`src/rtl/mem_arb_pkg.sv`:
```
// Shared types and widths for the unified-memory arbiter.
package mem_arb_pkg;

   typedef enum logic [1:0] {
      ARB_IDLE = 2'd0,
      ARB_ACC  = 2'd1,
      ARB_WAIT = 2'd2,
      ARB_RESP = 2'd3
   } arb_state_t;

   typedef enum logic [1:0] {
      OWN_NONE = 2'b00,
      OWN_CPU  = 2'b01,
      OWN_DBG  = 2'b10
   } arb_owner_t;

   localparam int LAT_CNT_W    = 4;
   localparam int STARVE_CNT_W = 8;

endpackage

```
`src/rtl/arb_req_latch.sv`:
```
// Captures the granted port's we/addr/wdata and presents them on the memory bus.
module arb_req_latch
   import mem_arb_pkg::*;
#(
   parameter int AW = 32,
   parameter int DW = 32
) (
   input  logic          clk,
   input  logic          rst_n,
   input  logic          i_load,
   input  logic          i_sel_dbg,
   input  logic          i_cpu_we,
   input  logic [AW-1:0] i_cpu_addr,
   input  logic [DW-1:0] i_cpu_wdata,
   input  logic          i_dbg_we,
   input  logic [AW-1:0] i_dbg_addr,
   input  logic [DW-1:0] i_dbg_wdata,
   input  logic          i_mem_en,
   output logic          o_req_we,
   output logic          o_mem_we,
   output logic [AW-1:0] o_mem_addr,
   output logic [DW-1:0] o_mem_wdata
);

   logic          r_we;
   logic [AW-1:0] r_addr;
   logic [DW-1:0] r_wdata;

   always_ff @(posedge clk or negedge rst_n) begin
      if (!rst_n) begin
         r_we    <= 1'b0;
         r_addr  <= '0;
         r_wdata <= '0;
      end else if (i_load) begin
         r_we    <= i_sel_dbg ? i_dbg_we    : i_cpu_we;
         r_addr  <= i_sel_dbg ? i_dbg_addr  : i_cpu_addr;
         r_wdata <= i_sel_dbg ? i_dbg_wdata : i_cpu_wdata;
      end
   end

   assign o_req_we    = r_we;
   // Address/data hold between accesses; only the write strobe is gated.
   assign o_mem_we    = r_we & i_mem_en;
   assign o_mem_addr  = r_addr;
   assign o_mem_wdata = r_wdata;

endmodule

```
`src/rtl/mem_arbiter.sv`:
```
// CPU/debug arbiter for the single-port unified memory of the multicycle MIPS core.
// Define MEM_ARB_DBG_HALT_EN to add the dbg_halt input that masks CPU requests.
module mem_arbiter
   import mem_arb_pkg::*;
#(
   parameter int AW         = 32,
   parameter int DW         = 32,
   parameter int MEM_LAT    = 1,
   parameter int STARVE_MAX = 8
) (
   input  logic          clk,
   input  logic          reset,
`ifdef MEM_ARB_DBG_HALT_EN
   input  logic          dbg_halt,
`endif
   input  logic          cpu_req,
   input  logic          cpu_we,
   input  logic [AW-1:0] cpu_addr,
   input  logic [DW-1:0] cpu_wdata,
   output logic [DW-1:0] cpu_rdata,
   output logic          cpu_ready,
   input  logic          dbg_req,
   input  logic          dbg_we,
   input  logic [AW-1:0] dbg_addr,
   input  logic [DW-1:0] dbg_wdata,
   output logic [DW-1:0] dbg_rdata,
   output logic          dbg_ready,
   output logic          mem_en,
   output logic          mem_we,
   output logic [AW-1:0] mem_addr,
   output logic [DW-1:0] mem_wdata,
   input  logic [DW-1:0] mem_rdata,
   output logic [1:0]    owner,
   output logic [1:0]    stateshow
);

   localparam logic [LAT_CNT_W-1:0]    LAT_LOAD = (MEM_LAT > 1) ? LAT_CNT_W'(MEM_LAT - 2) : '0;
   localparam logic [STARVE_CNT_W-1:0] STARVE_LIM = STARVE_CNT_W'(STARVE_MAX);

   arb_state_t                r_state, w_state_next;
   arb_owner_t                r_owner, w_owner_next;
   logic [LAT_CNT_W-1:0]      r_lat_cnt, w_lat_cnt_next;
   logic [STARVE_CNT_W-1:0]   r_starve, w_starve_next;
   logic [DW-1:0]             r_cpu_rdata, r_dbg_rdata;

   logic w_halt;
   logic w_cpu_req;
   logic w_any_req;
   logic w_grant_dbg;
   logic w_load;
   logic w_req_we;
   logic w_resp_rd;

`ifdef MEM_ARB_DBG_HALT_EN
   assign w_halt = dbg_halt;
`else
   assign w_halt = 1'b0;
`endif

   assign w_cpu_req   = cpu_req & ~w_halt;
   assign w_any_req   = w_cpu_req | dbg_req;
   // Debug wins when it is alone, or when it has lost STARVE_MAX times in a row.
   assign w_grant_dbg = dbg_req & (~w_cpu_req | (r_starve == STARVE_LIM));
   assign w_load      = (r_state == ARB_IDLE) & w_any_req;

   always_comb begin
      w_state_next   = r_state;
      w_owner_next   = r_owner;
      w_lat_cnt_next = r_lat_cnt;
      w_starve_next  = r_starve;
      case (r_state)
         ARB_IDLE: begin
            if (w_any_req) begin
               w_state_next = ARB_ACC;
               if (w_grant_dbg) begin
                  w_owner_next  = OWN_DBG;
                  w_starve_next = '0;
               end else begin
                  w_owner_next = OWN_CPU;
                  if (dbg_req && (r_starve != STARVE_LIM))
                     w_starve_next = r_starve + 1'b1;
               end
            end
         end
         ARB_ACC: begin
            w_lat_cnt_next = LAT_LOAD;
            w_state_next   = (MEM_LAT == 1) ? ARB_RESP : ARB_WAIT;
         end
         ARB_WAIT: begin
            if (r_lat_cnt == '0)
               w_state_next = ARB_RESP;
            else
               w_lat_cnt_next = r_lat_cnt - 1'b1;
         end
         ARB_RESP: begin
            w_state_next = ARB_IDLE;
            w_owner_next = OWN_NONE;
         end
         default: begin
            w_state_next = ARB_IDLE;
            w_owner_next = OWN_NONE;
         end
      endcase
      if (w_halt)
         w_starve_next = '0;
   end

   always_ff @(posedge clk or negedge reset) begin
      if (!reset) begin
         r_state   <= ARB_IDLE;
         r_owner   <= OWN_NONE;
         r_lat_cnt <= '0;
         r_starve  <= '0;
      end else begin
         r_state   <= w_state_next;
         r_owner   <= w_owner_next;
         r_lat_cnt <= w_lat_cnt_next;
         r_starve  <= w_starve_next;
      end
   end

   assign w_resp_rd = (r_state == ARB_RESP) & ~w_req_we;

   always_ff @(posedge clk or negedge reset) begin
      if (!reset) begin
         r_cpu_rdata <= '0;
         r_dbg_rdata <= '0;
      end else if (w_resp_rd) begin
         if (r_owner == OWN_CPU) r_cpu_rdata <= mem_rdata;
         if (r_owner == OWN_DBG) r_dbg_rdata <= mem_rdata;
      end
   end

   arb_req_latch #(
      .AW (AW),
      .DW (DW)
   ) u_req_latch (
      .clk         (clk),
      .rst_n       (reset),
      .i_load      (w_load),
      .i_sel_dbg   (w_grant_dbg),
      .i_cpu_we    (cpu_we),
      .i_cpu_addr  (cpu_addr),
      .i_cpu_wdata (cpu_wdata),
      .i_dbg_we    (dbg_we),
      .i_dbg_addr  (dbg_addr),
      .i_dbg_wdata (dbg_wdata),
      .i_mem_en    (mem_en),
      .o_req_we    (w_req_we),
      .o_mem_we    (mem_we),
      .o_mem_addr  (mem_addr),
      .o_mem_wdata (mem_wdata)
   );

   assign mem_en    = (r_state == ARB_ACC);
   assign cpu_ready = (r_state == ARB_RESP) & (r_owner == OWN_CPU);
   assign dbg_ready = (r_state == ARB_RESP) & (r_owner == OWN_DBG);
   // Read data is forwarded straight from memory in the response cycle.
   assign cpu_rdata = (w_resp_rd && r_owner == OWN_CPU) ? mem_rdata : r_cpu_rdata;
   assign dbg_rdata = (w_resp_rd && r_owner == OWN_DBG) ? mem_rdata : r_dbg_rdata;
   assign owner     = r_owner;
   assign stateshow = r_state;

endmodule

```
`config.mk`:
```
export PLATFORM = sky130hd
export DESIGN_NAME = mem_arbiter
export DESIGN_NICKNAME = d
export VERILOG_FILES = /design/src/rtl/mem_arb_pkg.sv /design/src/rtl/arb_req_latch.sv /design/src/rtl/mem_arbiter.sv
export SDC_FILE = /design/constraint.sdc
export NUM_CORES = 1
export LEC_CHECK = 0
export CORE_UTILIZATION = 41
export DETAILED_ROUTE_END_ITERATION = 10
export PLACE_DENSITY = 0.92
export REMOVE_ABC_BUFFERS = 1
export SYNTH_ARGS = -nofsm -noshare
export SYNTH_HDL_FRONTEND = slang
export SYNTH_SLANG_ARGS = --single-unit
```
`constraint.sdc`:
```
create_clock -name clk -period 3 [get_ports clk]
set_input_delay 0.9 -clock clk [delete_from_list [all_inputs] [get_ports clk]]
set_output_delay 0.9 -clock clk [all_outputs]
set_load 0.05 [all_outputs]
```
# Yosys cells after proc, flatten, opt, wreduce, memory -nomap -nowiden
# Index checks and enable logic that the tools add are counted.
[totals] regBits=145 in_bits=166 elab_cells=60
[classes] addsub=2 n_eq_ne=10 muxes=15 bitwise_logic=10 n_reduce_logical=14
[op_table] op="two-way mux 32 bit" count=4
[op_table] op="two-way mux 8 bit" count=2
[op_table] op="AND reduction 2 bit" count=5
[op_table] op="adder 8 x 1 -> 8 bit (second input constant)" count=1
[op_table] op="equality test 8 x 4 -> 1 bit (second input constant)" count=1
[op_table] op="two-way mux 2 bit" count=4
[op_table] op="!= test 8 x 4 -> 1 bit (second input constant)" count=1
[op_table] op="one-hot mux 2 bit (4 select lines)" count=1
[op_table] op="one-hot mux 4 bit (2 select lines)" count=1
[op_table] op="bitwise AND 1 bit" count=6
[op_table] op="equality test 2 bit (second input constant)" count=3
[op_table] op="!= test 2 bit (second input constant)" count=3
[op_table] op="nonzero test 2 bit" count=3
[op_table] op="equality test 2 x 1 -> 1 bit (second input constant)" count=2
[op_table] op="logical NOT 4 bit" count=1
[op_table] op="two-way mux 4 bit" count=1
[op_table] op="one-hot mux 2 bit (2 select lines)" count=1
[op_table] op="subtractor 4 x 1 -> 4 bit (second input constant)" count=1
[op_table] op="logical AND 1 bit" count=3
[op_table] op="AND reduction 3 bit" count=1
[op_table] op="logical NOT 2 bit" count=1
[op_table] op="inverter 1 bit" count=2
[op_table] op="bitwise OR 1 bit" count=2
[op_table] op="two-way mux 1 bit" count=1

# Logic depth before layout (Yosys ltp)
[depth] ltp_word=6 mapped_depth=8

# Hierarchy
# Synthesis repeated with hierarchy kept, for this count alone.
[unflattened] hier_cells=520 hier_area_um2=6357.3
[modules_own_cells] module="mem_arbiter" instances=1 cells_per_inst=238 area_per_inst_um2=3325.7 seq_area_each_um2=2001.9
[modules_own_cells] module="arb_req_latch" instances=1 cells_per_inst=282 area_per_inst_um2=3031.7 seq_area_each_um2=1626.6

# Least setup slack after synthesis
# Ideal clock, no wire load.
[synth_timing] path_type="flip-flop to output port" from="reg r_state[1] (netlist: stateshow[1])" to="out dbg_rdata[2]" arrival_time_ps=2571 setup_slack_ps=-471 path_stages_with_launch=7 n_path_buf=2 cell_sequence="dfrtp_1 ha_1 and3b_1 nor2b_1 clkbuf_1 buf_2 mux2_1"
[synth_between] elab_chain_len=4
[synth_lines] item="start: declaration" line_no="mem_arbiter.sv:40" rtl="arb_state_t r_state, w_state_next;"
[synth_lines] item="start signal: assignment" line_no="mem_arbiter.sv:115" rtl="r_state <= w_state_next;"
[synth_lines] item="equality test 2 bit" line_no="mem_arbiter.sv:122" rtl="assign w_resp_rd = (r_state == ARB_RESP) & ~w_req_we;"
[synth_lines] item="bitwise AND 1 bit" line_no="mem_arbiter.sv:122"
[synth_lines] item="logical AND 1 bit" line_no="mem_arbiter.sv:160" rtl="assign dbg_rdata = (w_resp_rd && r_owner == OWN_DBG) ? mem_rdata : r_dbg_rdata;"
[synth_lines] item="two-way mux 32 bit" line_no="mem_arbiter.sv:160"
[synth_lines] item="end: declaration" line_no="mem_arbiter.sv:26" rtl="output logic [DW-1:0] dbg_rdata,"
# Every way passes these cells.

# Worst setup path after layout
[layout_timing] from="reg r_state[1] (netlist: stateshow[1])" to="out cpu_rdata[2]"
[layout_between] elab_chain_len=4
[layout_lines] item="equality test 2 bit" line_no="mem_arbiter.sv:122"
[layout_lines] item="bitwise AND 1 bit" line_no="mem_arbiter.sv:122"
[layout_lines] item="logical AND 1 bit" line_no="mem_arbiter.sv:159" rtl="assign cpu_rdata = (w_resp_rd && r_owner == OWN_CPU) ? mem_rdata : r_cpu_rdata;"
[layout_lines] item="two-way mux 32 bit" line_no="mem_arbiter.sv:159"
[layout_lines] item="end: declaration" line_no="mem_arbiter.sv:20" rtl="output logic [DW-1:0] cpu_rdata,"
# Every way passes these cells.

==> impl_results.md <==
- Outcome: finished with violations
- Failing checks: negative setup slack
- P per Cell Area: around 1200 nW/um^2
- Ys Warns: 0
- Sequential area share after synthesis: about 58%
- Pins Over Slew Limit: 0
- Synth Cell Area: about 6300 um^2
- Post-Place Cells: between 900 and 1000
- Initial Utilization: between 40% and 50%
- Core footprint: between 10000 and 15000 um^2
- Fin Hold WS: about 0.44 ns
- Max Cap Viol: 0
- Critical Path Fanout Max: 8
- Register bit total from synthesis: 145
- Critical Path AT: 2.30 ns
- CP Class: reg2out
- Sequential share of power: between 20 and 25%
- RSZ-0062 raised after global routing: true
- DRC viols: 0
- H-Tree Depth: 4
- Min-Delay Path Class: in2async
- Clock sink count: approximately 150
- Clk Latency, worst-skew pair: about 0.42 ns
- Die area: roughly 16000 um^2
- Drt first pass iters: 7
- Sw Pwr: 6.22 mW
- Vias: approximately 5600
- Clock power share: about 16%
- CTS tree: done
- Root Driver: clkbuf_16
- Synth area leader: dfrtp_1
- Yosys top cell area share: about 58%
- Clock period minus worst slack: 3.20 ns
- Final worst slack: -0.198 ns
- CTS max path bufs: 2
- Total global-route track usage: around 28%
- DRT iter0 DRCs: 368
- Setup crit start: stateshow[1]
- Syn-to-layout area delta: 74.4%
- TritonCTS Buffers: 17
- EDFF count, synth: 0
- F_max: 313 MHz
- Detail Placement HPWL: around 13 mm
- Setup crit end kind: output port
- Wire per inst: ~22 um
- Vias per cell: 5.30
- Largest net degree at the start of global routing: 57
- Cell Count, Final, Fillers Out: about 1100
- VDD IR-drop max: 0.869 mV
- Pleak: 5.04 nW
- Antenna diode count: 0
- Logic pwr share: a little under 60%
- Site row count: 44
- Relative slew slack: between 30 and 40%
- Ys flop type: dfrtp_1
- Critical Path RT: roughly 2.1 ns
- Post-synth cell types: 30
- Power Total: around 13 mW
- Final hold viol count: 0
- Area occupied by multi-input gates: between 2000 and 3000 um^2
- Hold Buf Count CTS: 0
- Layout cell share with drive strength beyond 1: between 20% and 30%
- Die width: roughly 130 um
- Vias in the first global route: 5754
- # fillers: 853
- Asr flop ratio synth: between 90% and 100%
- Tightest Pin Transition: roughly 0.93 ns
- Remaining antenna violation count: 0
- Synth Instances: between 500 and 600
- Net Sw Frac: 47.0%
- Clk slew on worst S/H paths: around 0.07 ns
- Setup Skew: between 0.01 and 0.015 ns
- Critical path startpoint category: flip-flop
- RR Startpoint: r_lat_cnt[0]
- GRT overflow: 0
- Most area-consuming cells after synthesis: dfrtp_1 58%, mux2_2 11%, mux2i_1 11%, a21oi_1 5.5%, nor2_1 4.2%
- Die height: 126 um
- First-pass GRT wire length: roughly 33 mm
- Fin nets: roughly 1000
- Fin Setup TNS: -9.29 ns
- Fin util: about three quarters
- Internal power: ~7.0 mW
- Total Wirelength: roughly 24 mm
- Final worst path period share: 107%
- Number of port buffers: about 300
- GPL Wtd Cong: just under 0.8
- Initial antenna violation count: 0
- Register Area: ~3600 um^2
- Synthesized area per cell: approximately 12 um^2
- Top-level I/O count: slightly above 300
- Final setup fails: 65
[what timing repair did]
action / 4_1_cts / 5_1_grt
endpoints found under the setup margin: 66 / 65
pin swaps: 1 / 2
endpoints found under the hold margin: 0 / 0
cloned: 4 / 2
buffers inserted: 10 / 14
resized for setup: 110 / 56
[synthesized netlist by cell type, types with 5 or more instances]
cell / number
buf_6: 5
dfrtp_1: 145
nand2_1: 10
a21oi_1: 69
nor2_1: 70
buf_2: 8
clkbuf_1: 17
o21ai_0: 12
nand3_1: 6
mux2i_1: 66
mux2_2: 63
ha_1: 8
inv_1: 9
[stage by stage]
step                      worst slack [ns]  area (um^2)
final                               -0.198        11000
after global routing                -0.242        11000
after CTS                          -0.0915        10700
after detailed placement           -0.0805         9510
after global placement            -0.00628         9510
after floorplan                      -3.75         6130
[sequential cells by signal, indices dropped and copies added, names as in the netlist]
register and count:
stateshow 2, r_dbg_rdata 32, r_lat_cnt 4, u_req_latch.o_mem_wdata 32, r_starve 8, owner 2, r_cpu_rdata 32, u_req_latch.o_req_we 1
u_req_latch.o_mem_addr 32
[cells by family after synthesis]
group                    after synthesis  synth area share, %
flip-flops                           145                 57.7
multiplexers                         131                 22.1
AND/OR/NAND/NOR                      109                 7.66
AO/OA/AOI/OAI                         92                 7.86
buffers and inverters                 39                 3.08
adder cells (fa/ha/maj)                8                 1.59
[critical path, cell delays in order, from the launching register on]
cell and delay, ns:
dfrtp_1 0.44, ha_4 0.17, buf_4 0.13, nand2_4 0.05
nor3_4 0.23, buf_6 0.17, clkbuf_16 0.18, mux2_4 0.34
buf_6 0.16
[placed cells by master (no fill, tap or decap), types with 2 or more instances in the layout]
cell type | synthesis | final
nor2_1 | 70 | 70
nor2b_1 | 4 | 2
clkinv_2 | 0 | 2
ha_1 | 8 | 7
mux2_2 | 63 | 8
inv_1 | 9 | 9
buf_8 | 0 | 28
clkinv_4 | 0 | 4
dlygate4sd2_1 | 0 | 2
clkbuf_16 | 0 | 19
nand2_1 | 10 | 9
and2_1 | 3 | 3
nand3_1 | 6 | 6
buf_6 | 5 | 37
dfrtp_1 | 145 | 145
clkdlybuf4s50_1 | 0 | 234
o31ai_1 | 2 | 2
nor3_1 | 3 | 2
or3_1 | 4 | 4
mux2i_1 | 66 | 66
o2bb2ai_1 | 4 | 4
clkinvlp_4 | 0 | 4
a21oi_1 | 69 | 69
buf_4 | 0 | 26
o21ai_0 | 12 | 12
inv_6 | 0 | 3
nor2b_4 | 0 | 2
buf_12 | 0 | 12
buf_16 | 0 | 3
nand2b_1 | 4 | 4
mux2_4 | 0 | 57
a21boi_0 | 2 | 2
[routing by layer]
metal / routed length, um / vias to the layer above / GRT usage [%]
li1: - / 2500 / -
met1: 8730 / 2740 / 30.3
met2: 11800 / 289 / 48.5
met3: 2190 / 53 / 10.5
met4: 750 / 0 / 10.8
met5: 0 / - / 0
[power by group through the flow]
stage | clock network (mW) | registers (mW) | logic (mW)
after floorplan | 0 | 4.69 | 3.02
after global placement | 0 | 3.15 | 6.73
after detailed placement | 0 | 3.20 | 6.84
after CTS | 2.08 | 3.20 | 7.36
after global routing | 2.21 | 3.35 | 8.16
final | 2.08 | 3.28 | 7.88
[layout make-up]
class / instances / share of cell area (%)
Sequential cell: 145 / 33.1
Clock buffer: 18 / 4.00
Inverter: 9 / 0.308
Timing Repair Buffer: 344 / 34.3
Tap cell: 184 / 2.10
Clock inverter: 14 / 1.20
Multi-Input combinational cell: 340 / 25.0
[final timing paths]
check                                  endpoint  slack, ns  cells past startpoint
worst max register to register     stateshow[1]       0.46                      6
max in group asynchronous           r_starve[3]       1.84                      2
worst min-delay path             r_cpu_rdata[5]       0.44                      1
worst max-delay path               cpu_rdata[2]      -0.20                      8
min in group clk                r_cpu_rdata[17]       0.51                      1
worst min register to register  r_cpu_rdata[17]       0.51                      1
(Power assumes the default switching activity.)
